$ cat config.mk
export PLATFORM = sky130hd
export DESIGN_NAME = accel_mem_arbiter
export DESIGN_NICKNAME = d
export VERILOG_FILES = /design/src/rtl/accel_pkg.sv /design/src/rtl/rr_pick.sv /design/src/rtl/accel_mem_arbiter.sv
export SDC_FILE = /design/constraint.sdc
export NUM_CORES = 1
export LEC_CHECK = 0
export CAP_MARGIN = 20
export CELL_PAD_IN_SITES_DETAIL_PLACEMENT = 2
export CELL_PAD_IN_SITES_GLOBAL_PLACEMENT = 2
export CORE_AREA = 2 2 104 106
export DETAILED_ROUTE_END_ITERATION = 16
export DIE_AREA = 0 0 106 108
export DONT_BUFFER_PORTS = 1
export HOLD_SLACK_MARGIN = 0.12
export PLACE_DENSITY = 0.85
export SLEW_MARGIN = 10
export SYNTH_ARGS = -nofsm -noshare
export SYNTH_HDL_FRONTEND = slang
export SYNTH_HIERARCHICAL = 1
export SYNTH_SLANG_ARGS = --single-unit
$ cat constraint.sdc
create_clock -name wb_clk_i -period 2.2 [get_ports wb_clk_i]
set_input_delay 0.11 -clock wb_clk_i [delete_from_list [all_inputs] [get_ports wb_clk_i]]
set_output_delay 0.11 -clock wb_clk_i [all_outputs]
set_load 0.1 [all_outputs]
$ cat src/rtl/accel_pkg.sv
// Shared definitions for the accelerator memory arbiter: requester indices,
// FSM encoding and the packed-bus slicing helper.
package accel_pkg;

    localparam int REQ_FIR   = 0;
    localparam int REQ_MM    = 1;
    localparam int REQ_QSORT = 2;

    localparam int OWN_W = 2;

    localparam logic [0:0] ST_IDLE  = 1'b0;
    localparam logic [0:0] ST_GRANT = 1'b1;

    // Low bit of requester idx inside a packed bus of w-bit slices.
    function automatic int slice_lo(input int idx, input int w);
        return idx * w;
    endfunction

endpackage

$ cat src/rtl/rr_pick.sv
// Combinational round-robin selector: first valid index after rr_i, wrapping
// modulo N; rr_i itself has the lowest priority.
module rr_pick #(
    parameter int N  = 3,
    parameter int IW = 2
) (
    input  logic [N-1:0]  valid_i,
    input  logic [IW-1:0] rr_i,
    output logic [IW-1:0] grant_o,
    output logic          any_o
);

    logic [IW:0] idx_s;

    assign any_o = |valid_i;

    // Scan from the farthest index down so the nearest valid one wins.
    always_comb begin
        grant_o = '0;
        idx_s   = '0;
        for (int i = N; i >= 1; i--) begin
            idx_s = {1'b0, rr_i} + (IW+1)'(i);
            if (idx_s >= (IW+1)'(N)) begin
                idx_s = idx_s - (IW+1)'(N);
            end else begin
                idx_s = idx_s;
            end
            if (valid_i[idx_s[IW-1:0]]) begin
                grant_o = idx_s[IW-1:0];
            end else begin
                grant_o = grant_o;
            end
        end
    end

endmodule

$ cat src/rtl/accel_mem_arbiter.sv
// Round-robin burst arbiter sharing one single-port SRAM between the FIR,
// matrix-multiply and quick-sort engines, with beat cap and idle timeout.
module accel_mem_arbiter
    import accel_pkg::*;
#(
    parameter int N_REQ     = 3,
    parameter int ADDR_W    = 12,
    parameter int DATA_W    = 32,
    parameter int MAX_BURST = 8,
    parameter int IDLE_TMO  = 16
) (
    input  logic                      wb_clk_i,
    input  logic                      wb_rst_i,
    input  logic [N_REQ-1:0]          req_valid,
    input  logic [N_REQ-1:0]          req_we,
    input  logic [N_REQ-1:0]          req_last,
    input  logic [N_REQ*ADDR_W-1:0]   req_addr,
    input  logic [N_REQ*DATA_W-1:0]   req_wdata,
    output logic [N_REQ-1:0]          req_ready,
    output logic [N_REQ-1:0]          rsp_valid,
    output logic [DATA_W-1:0]         rsp_rdata,
    output logic                      mem_en,
    output logic                      mem_we,
    output logic [ADDR_W-1:0]         mem_addr,
    output logic [DATA_W-1:0]         mem_wdata,
    input  logic [DATA_W-1:0]         mem_rdata,
    output logic [OWN_W-1:0]          owner,
    output logic                      busy,
    output logic                      tmo_err
);

    localparam int BEAT_W = $clog2(MAX_BURST);
    localparam int TMO_W  = $clog2(IDLE_TMO + 1);

    logic [0:0]        state_q,    state_d;
    logic [OWN_W-1:0]  owner_q,    owner_d;
    logic [OWN_W-1:0]  rr_q,       rr_d;
    logic [BEAT_W-1:0] beat_cnt_q, beat_cnt_d;
    logic [TMO_W-1:0]  idle_cnt_q, idle_cnt_d;
    logic              tmo_err_q,  tmo_err_d;
    logic [N_REQ-1:0]  rsp_valid_q, rsp_valid_d;
    logic [DATA_W-1:0] rsp_rdata_q;

    logic [OWN_W-1:0]  pick_idx_s;
    logic              pick_any_s;
    logic [ADDR_W-1:0] addr_arr_s  [N_REQ];
    logic [DATA_W-1:0] wdata_arr_s [N_REQ];

    rr_pick #(
        .N  (N_REQ),
        .IW (OWN_W)
    ) u_rr_pick (
        .valid_i (req_valid),
        .rr_i    (rr_q),
        .grant_o (pick_idx_s),
        .any_o   (pick_any_s)
    );

    // Unpack the per-requester address and write-data slices.
    always_comb begin
        for (int i = 0; i < N_REQ; i++) begin
            addr_arr_s[i]  = req_addr[slice_lo(i, ADDR_W) +: ADDR_W];
            wdata_arr_s[i] = req_wdata[slice_lo(i, DATA_W) +: DATA_W];
        end
    end

    // Grant FSM, memory port steering and burst/idle bookkeeping.
    always_comb begin
        state_d     = state_q;
        owner_d     = owner_q;
        rr_d        = rr_q;
        beat_cnt_d  = beat_cnt_q;
        idle_cnt_d  = idle_cnt_q;
        tmo_err_d   = tmo_err_q;
        rsp_valid_d = '0;
        req_ready   = '0;
        mem_en      = 1'b0;
        mem_we      = 1'b0;
        mem_addr    = '0;
        mem_wdata   = '0;
        case (state_q)
            ST_IDLE: begin
                if (pick_any_s) begin
                    owner_d    = pick_idx_s;
                    rr_d       = pick_idx_s;
                    beat_cnt_d = '0;
                    idle_cnt_d = '0;
                    state_d    = ST_GRANT;
                end else begin
                    state_d = ST_IDLE;
                end
            end
            ST_GRANT: begin
                if (idle_cnt_q == TMO_W'(IDLE_TMO)) begin
                    // Stalled owner loses the grant; nothing reaches the SRAM this cycle.
                    tmo_err_d  = 1'b1;
                    beat_cnt_d = '0;
                    idle_cnt_d = '0;
                    state_d    = ST_IDLE;
                end else begin
                    req_ready[owner_q] = 1'b1;
                    if (req_valid[owner_q]) begin
                        mem_en     = 1'b1;
                        mem_we     = req_we[owner_q];
                        mem_addr   = addr_arr_s[owner_q];
                        mem_wdata  = wdata_arr_s[owner_q];
                        idle_cnt_d = '0;
                        if (!req_we[owner_q]) begin
                            rsp_valid_d[owner_q] = 1'b1;
                        end else begin
                            rsp_valid_d = '0;
                        end
                        if (req_last[owner_q] || (beat_cnt_q == BEAT_W'(MAX_BURST - 1))) begin
                            beat_cnt_d = '0;
                            state_d    = ST_IDLE;
                        end else begin
                            beat_cnt_d = beat_cnt_q + BEAT_W'(1);
                        end
                    end else begin
                        idle_cnt_d = idle_cnt_q + TMO_W'(1);
                    end
                end
            end
            default: begin
                state_d = ST_IDLE;
            end
        endcase
    end

    // State registers; reset also drops any in-flight read response.
    always_ff @(posedge wb_clk_i or posedge wb_rst_i) begin
        if (wb_rst_i) begin
            state_q     <= ST_IDLE;
            owner_q     <= '0;
            rr_q        <= OWN_W'(N_REQ - 1);
            beat_cnt_q  <= '0;
            idle_cnt_q  <= '0;
            tmo_err_q   <= 1'b0;
            rsp_valid_q <= '0;
            rsp_rdata_q <= '0;
        end else begin
            state_q     <= state_d;
            owner_q     <= owner_d;
            rr_q        <= rr_d;
            beat_cnt_q  <= beat_cnt_d;
            idle_cnt_q  <= idle_cnt_d;
            tmo_err_q   <= tmo_err_d;
            rsp_valid_q <= rsp_valid_d;
            rsp_rdata_q <= (|rsp_valid_q) ? mem_rdata : rsp_rdata_q;
        end
    end

    assign rsp_valid = rsp_valid_q;
    assign rsp_rdata = (|rsp_valid_q) ? mem_rdata : rsp_rdata_q;
    assign owner     = owner_q;
    assign busy      = (state_q == ST_GRANT);
    assign tmo_err   = tmo_err_q;

endmodule

==> flow_metrics.py, run 1 <==
metrics = {
    "status": {
        "status": "aborted with a tool error",
        "haltStage": "4_1_cts",
        "error_line": "[ERROR DPL-0033] detailed placement checks failed during check placement.",
    },
    "logic_synthesis": {
        "seq_area_frac_synth": 0.370,
        "yosysUniqueCellTypes": 39,
        "syn_area_um2": 3250,
        "synth_edf_count": 0,
        "syn_area_per_cell_um2": 8.85,
        "ys_seq_elements": 48,
        "synth_nets": 549,
        "yosysTopAreaCellShare": 0.362,
        "yosysTopAreaCell": "dfrtp_1",
        "async_flop_share": 1.00,
        "synthTopCellsByArea": "dfrtp_1, mux2i_1, mux2_2",
        "synth_ff_type": "dfrtp_1",
        "synthCells": 367,
        "yosys_warnings": 6,
    },
    "placed_design": {
        "finalWeightedCongestion": 0.796,
        "placed_cells": 574,
        "dp_hpwl_mm": 12.7,
        "portBuffers": 0,
        "dp_slack_ns": 0.159,
    },
    "die": {
        "rows": 37,
        "ios": 263,
        "die_width_um": 106,
        "dieHeight_um": 108,
        "initial_utilization": 0.317,
    },
    "clocking": {
        "htree_levels": 2,
        "clockBufferDepth": 2,
        "clock-sinks": 48,
        "cts_root_buf": "clkbuf_8",
        "cts_resized": 4,
        "hold_buffers": 39,
        "cts_setup_buffers": 8,
        "cts_buffers": 5,
    },
}
==> through the flow <==
stage	area (µm²)	hold slack, ns
after detailed placement	5440	0.134
after global placement	5440	0.126
after floorplan	3680	0.181
==> cells by family after synthesis <==
family / after synthesis / share of synthesized area
adder cells (fa/ha/maj): 7 / 0.0270
flip-flops: 48 / 0.370
buffers and inverters: 37 / 0.0543
AO/OA/AOI/OAI: 64 / 0.115
AND/OR/NAND/NOR: 130 / 0.170
multiplexers: 81 / 0.263
==> cell usage after synthesis, types with 2 or more instances <==
master and n:
nand2b_1 5, buf_2 15, nand3_1 3, nor3_1 5, ha_1 7, nand2_1 10, mux2_2 35, inv_1 9
a21oi_1 46, clkbuf_1 9, a22o_1 4, buf_6 2, o21ai_0 3, dfrtp_1 47, nor2_1 97, o211ai_1 2
mux2i_1 46
==> inputs of run 2 (changes only) <==
--- a/config.mk
+++ b/config.mk
@@ -6,14 +6,11 @@
 export NUM_CORES = 1
 export LEC_CHECK = 0
 export CAP_MARGIN = 20
-export CELL_PAD_IN_SITES_DETAIL_PLACEMENT = 2
-export CELL_PAD_IN_SITES_GLOBAL_PLACEMENT = 2
-export CORE_AREA = 2 2 104 106
+export CORE_AREA = 2 2 117 119
 export DETAILED_ROUTE_END_ITERATION = 16
-export DIE_AREA = 0 0 106 108
+export DIE_AREA = 0 0 119 121
 export DONT_BUFFER_PORTS = 1
-export HOLD_SLACK_MARGIN = 0.12
-export PLACE_DENSITY = 0.85
+export PLACE_DENSITY_LB_ADDON = 0.15
 export SLEW_MARGIN = 10
 export SYNTH_ARGS = -nofsm -noshare
 export SYNTH_HDL_FRONTEND = slang
==> run 2 against run 1 <==
Against the previous run:
- the flow now finishes without violations
- synthesized area did not move
- synthesized cell count is the same
==> flow_metrics.py, run 2 <==
metrics = {
    "logic_synthesis": {
        "syn_area_per_cell_um2": 8.85,
        "async_flop_share": 1.00,
        "synth_ff_type": "dfrtp_1",
        "synth_edf_count": 0,
        "yosysTopAreaCell": "dfrtp_1",
        "synth_nets": 549,
        "synthTopCellsByArea": "dfrtp_1, mux2i_1, mux2_2",
        "yosysTopAreaCellShare": 0.362,
        "ys_seq_elements": 48,
        "synthCells": 367,
        "yosys.cell_count.top_type": "nor2_1",
        "syn_area_um2": 3250,
        "seq_area_frac_synth": 0.370,
        "yosys_warnings": 6,
        "yosysUniqueCellTypes": 39,
        "synth_common_cells": "nor2_1, dfrtp_1, a21oi_1, mux2i_1, mux2_2",
    },
    "finish": {
        "final_cells": 635,
        "final_core_util": 0.448,
        "fin_area_um2": 5860,
        "layout.cells.most_common": "buf_12",
        "layout_common_cells": "buf_12, nor2_1, mux2i_1, a21oi_1, nor2_4",
        "diodes": 0,
        "reg_top3": "rsp_rdata_q (32), idle_cnt_q (5)",
        "syn_to_final_growth_pct": 80.4,
        "drive_gt1_frac": 0.471,
        "registers.top_by_ff_count": "rsp_rdata_q",
        "finalNetCount": 640,
        "largest_reg_flops": 32,
    },
    "timing": {
        "worst_pin_slew_ns": 0.912,
        "min_period_ns": 2.12,
        "rsz0062_at_grt": "false",
        "slew_headroom": 0.392,
        "fin_crit_sh": 0.965,
        "max_freq_ghz": 0.471,
        "setup-violations-final": 0,
        "fin_tns_setup_ns": 0,
        "clock_skew_ns": 0.00408,
        "finalHoldViolCount": 0,
        "drv_slew": 0,
    },
    "worst_setup_path": {
        "worstPathArrival_ns": 2.01,
        "end_kind": "output port",
        "rr_worst_depth": 5,
        "crit_type": "reg2out",
        "crit_required_ns": 2.09,
        "cp-start-kind": "flip-flop",
        "crit_fanout": 8,
    },
    "route": {
        "wl_per_cell_um": 18.1,
        "firstDrtPassIters": 4,
        "drc_errors": 0,
        "wirelength_mm": 11.5,
        "detail-route-antenna-nets": 0,
        "avgViaCountPerCell": 4.74,
        "num_vias": 3009,
        "drtIter0Drc": 101,
    },
    "placed_design": {
        "portBuffers": 0,
        "dp_hpwl_mm": 9.51,
        "dpl-instance-area_um2": 5580,
        "finalWeightedCongestion": 0.813,
        "placed_cells": 617,
    },
    "clocking": {
        "insertion_delay_ns": 0.29,
        "htree_levels": 2,
        "cts_tree": "yes",
        "clockBufferDepth": 2,
        "clock-sinks": 48,
        "cts_buffers": 5,
        "cts_root_buf": "clkbuf_16",
        "cts.clk_slew.worst_paths_ns": 0.07,
    },
    "worst_hold_path": {
        "hold_depth": 1,
        "hold_class": "in2reg",
    },
    "status": {
        "status": "completed",
    },
    "flow_run": {
        "max-cap-violations": 0,
    },
    "global_routing": {
        "grt_pass1_vias": 3130,
        "grt_use_total": 0.155,
        "grt_pass1_wl_mm": 17.5,
        "overflow": 0,
        "grt_max_degree": 51,
        "antenna_found_initial": 0,
    },
    "die": {
        "die_area_um2": 14400,
        "initial_utilization": 0.248,
        "rows": 42,
        "ios": 263,
        "coreArea_um2": 13100,
        "die_width_um": 119,
        "dieHeight_um": 121,
    },
}
[run 2: cell counts after synthesis]
No cell type changed its count.
[run 2: stage by stage]
step / setup WS, ns / hold slack (ns)
floorplan: -0.0433 / 0.181
global placement: 0.234 / -0.00447
detailed placement: 0.205 / -0.00175
CTS: 0.0294 / 0.0166
global route: 0.00410 / 0.0127
finish: 0.0777 / 0.0242
[run 2: logic make-up after synthesis]
logic type | share of synthesized area
multiplexers | 0.263
adder cells (fa/ha/maj) | 0.0270
buffers and inverters | 0.0543
flip-flops | 0.370
AND/OR/NAND/NOR | 0.170
AO/OA/AOI/OAI | 0.115
[run 2: final timing paths]
kind,from,end,slack (ns)
max,idle_cnt_q[1]$_DFFE_PP0P_,mem_addr[7],0.08
min reg2reg,rr_q[1]$_DFFE_PP1P_,rr_q[1]$_DFFE_PP1P_,0.48
min in group asynchronous,wb_rst_i,idle_cnt_q[2]$_DFFE_PP0P_,0.26
max in group asynchronous,wb_rst_i,rsp_rdata_q[30]$_DFF_PP0_,1.20
min,mem_rdata[2],rsp_rdata_q[2]$_DFF_PP0_,0.02
max reg2reg,owner[0]$_DFFE_PP0P_,beat_cnt_q[1]$_DFFE_PP0P_,0.21
[run 2: timing repair]
item,in CTS,in global routing
endpoints found under the setup margin,43,13
gates resized for setup,2,0
hold buffers,4,0
hold endpoints to repair,19,0
setup buffers,5,2
pin swaps,1,2
[run 2: layer usage]
layer  track usage  share of wire  up-vias
met4        0.0313         0.0081        0
met1         0.183           0.39     1402
met2         0.284           0.53      160
met3        0.0381          0.071        8
met5             0              0        -
li1              -              -     1439
[run 2: cell type report]
cell class / count / area [µm²]
Clock buffer: 5 / 125
Sequential cell: 48 / 1210
Timing Repair Buffer: 112 / 1950
Clock inverter: 3 / 46.3
Fill cell: 1201 / 7230
Inverter: 9 / 37.5
Multi-Input combinational cell: 282 / 2270
Tap cell: 176 / 220
[run 2: worst max-delay path, stage by stage (launching register included)]
cell and delay, ns:
dfrtp_1 0.35, inv_1 0.05, ha_2 0.16, nor4bb_4 0.15, nand2b_4 0.15, or2_4 0.26, buf_12 0.16, buf_12 0.15
nor2_4 0.11, buf_12 0.18
Power of run 2 is left out: the tool's default activity adds up to more than one toggle a clock period on the data nets, which glitch-free logic cannot reach.
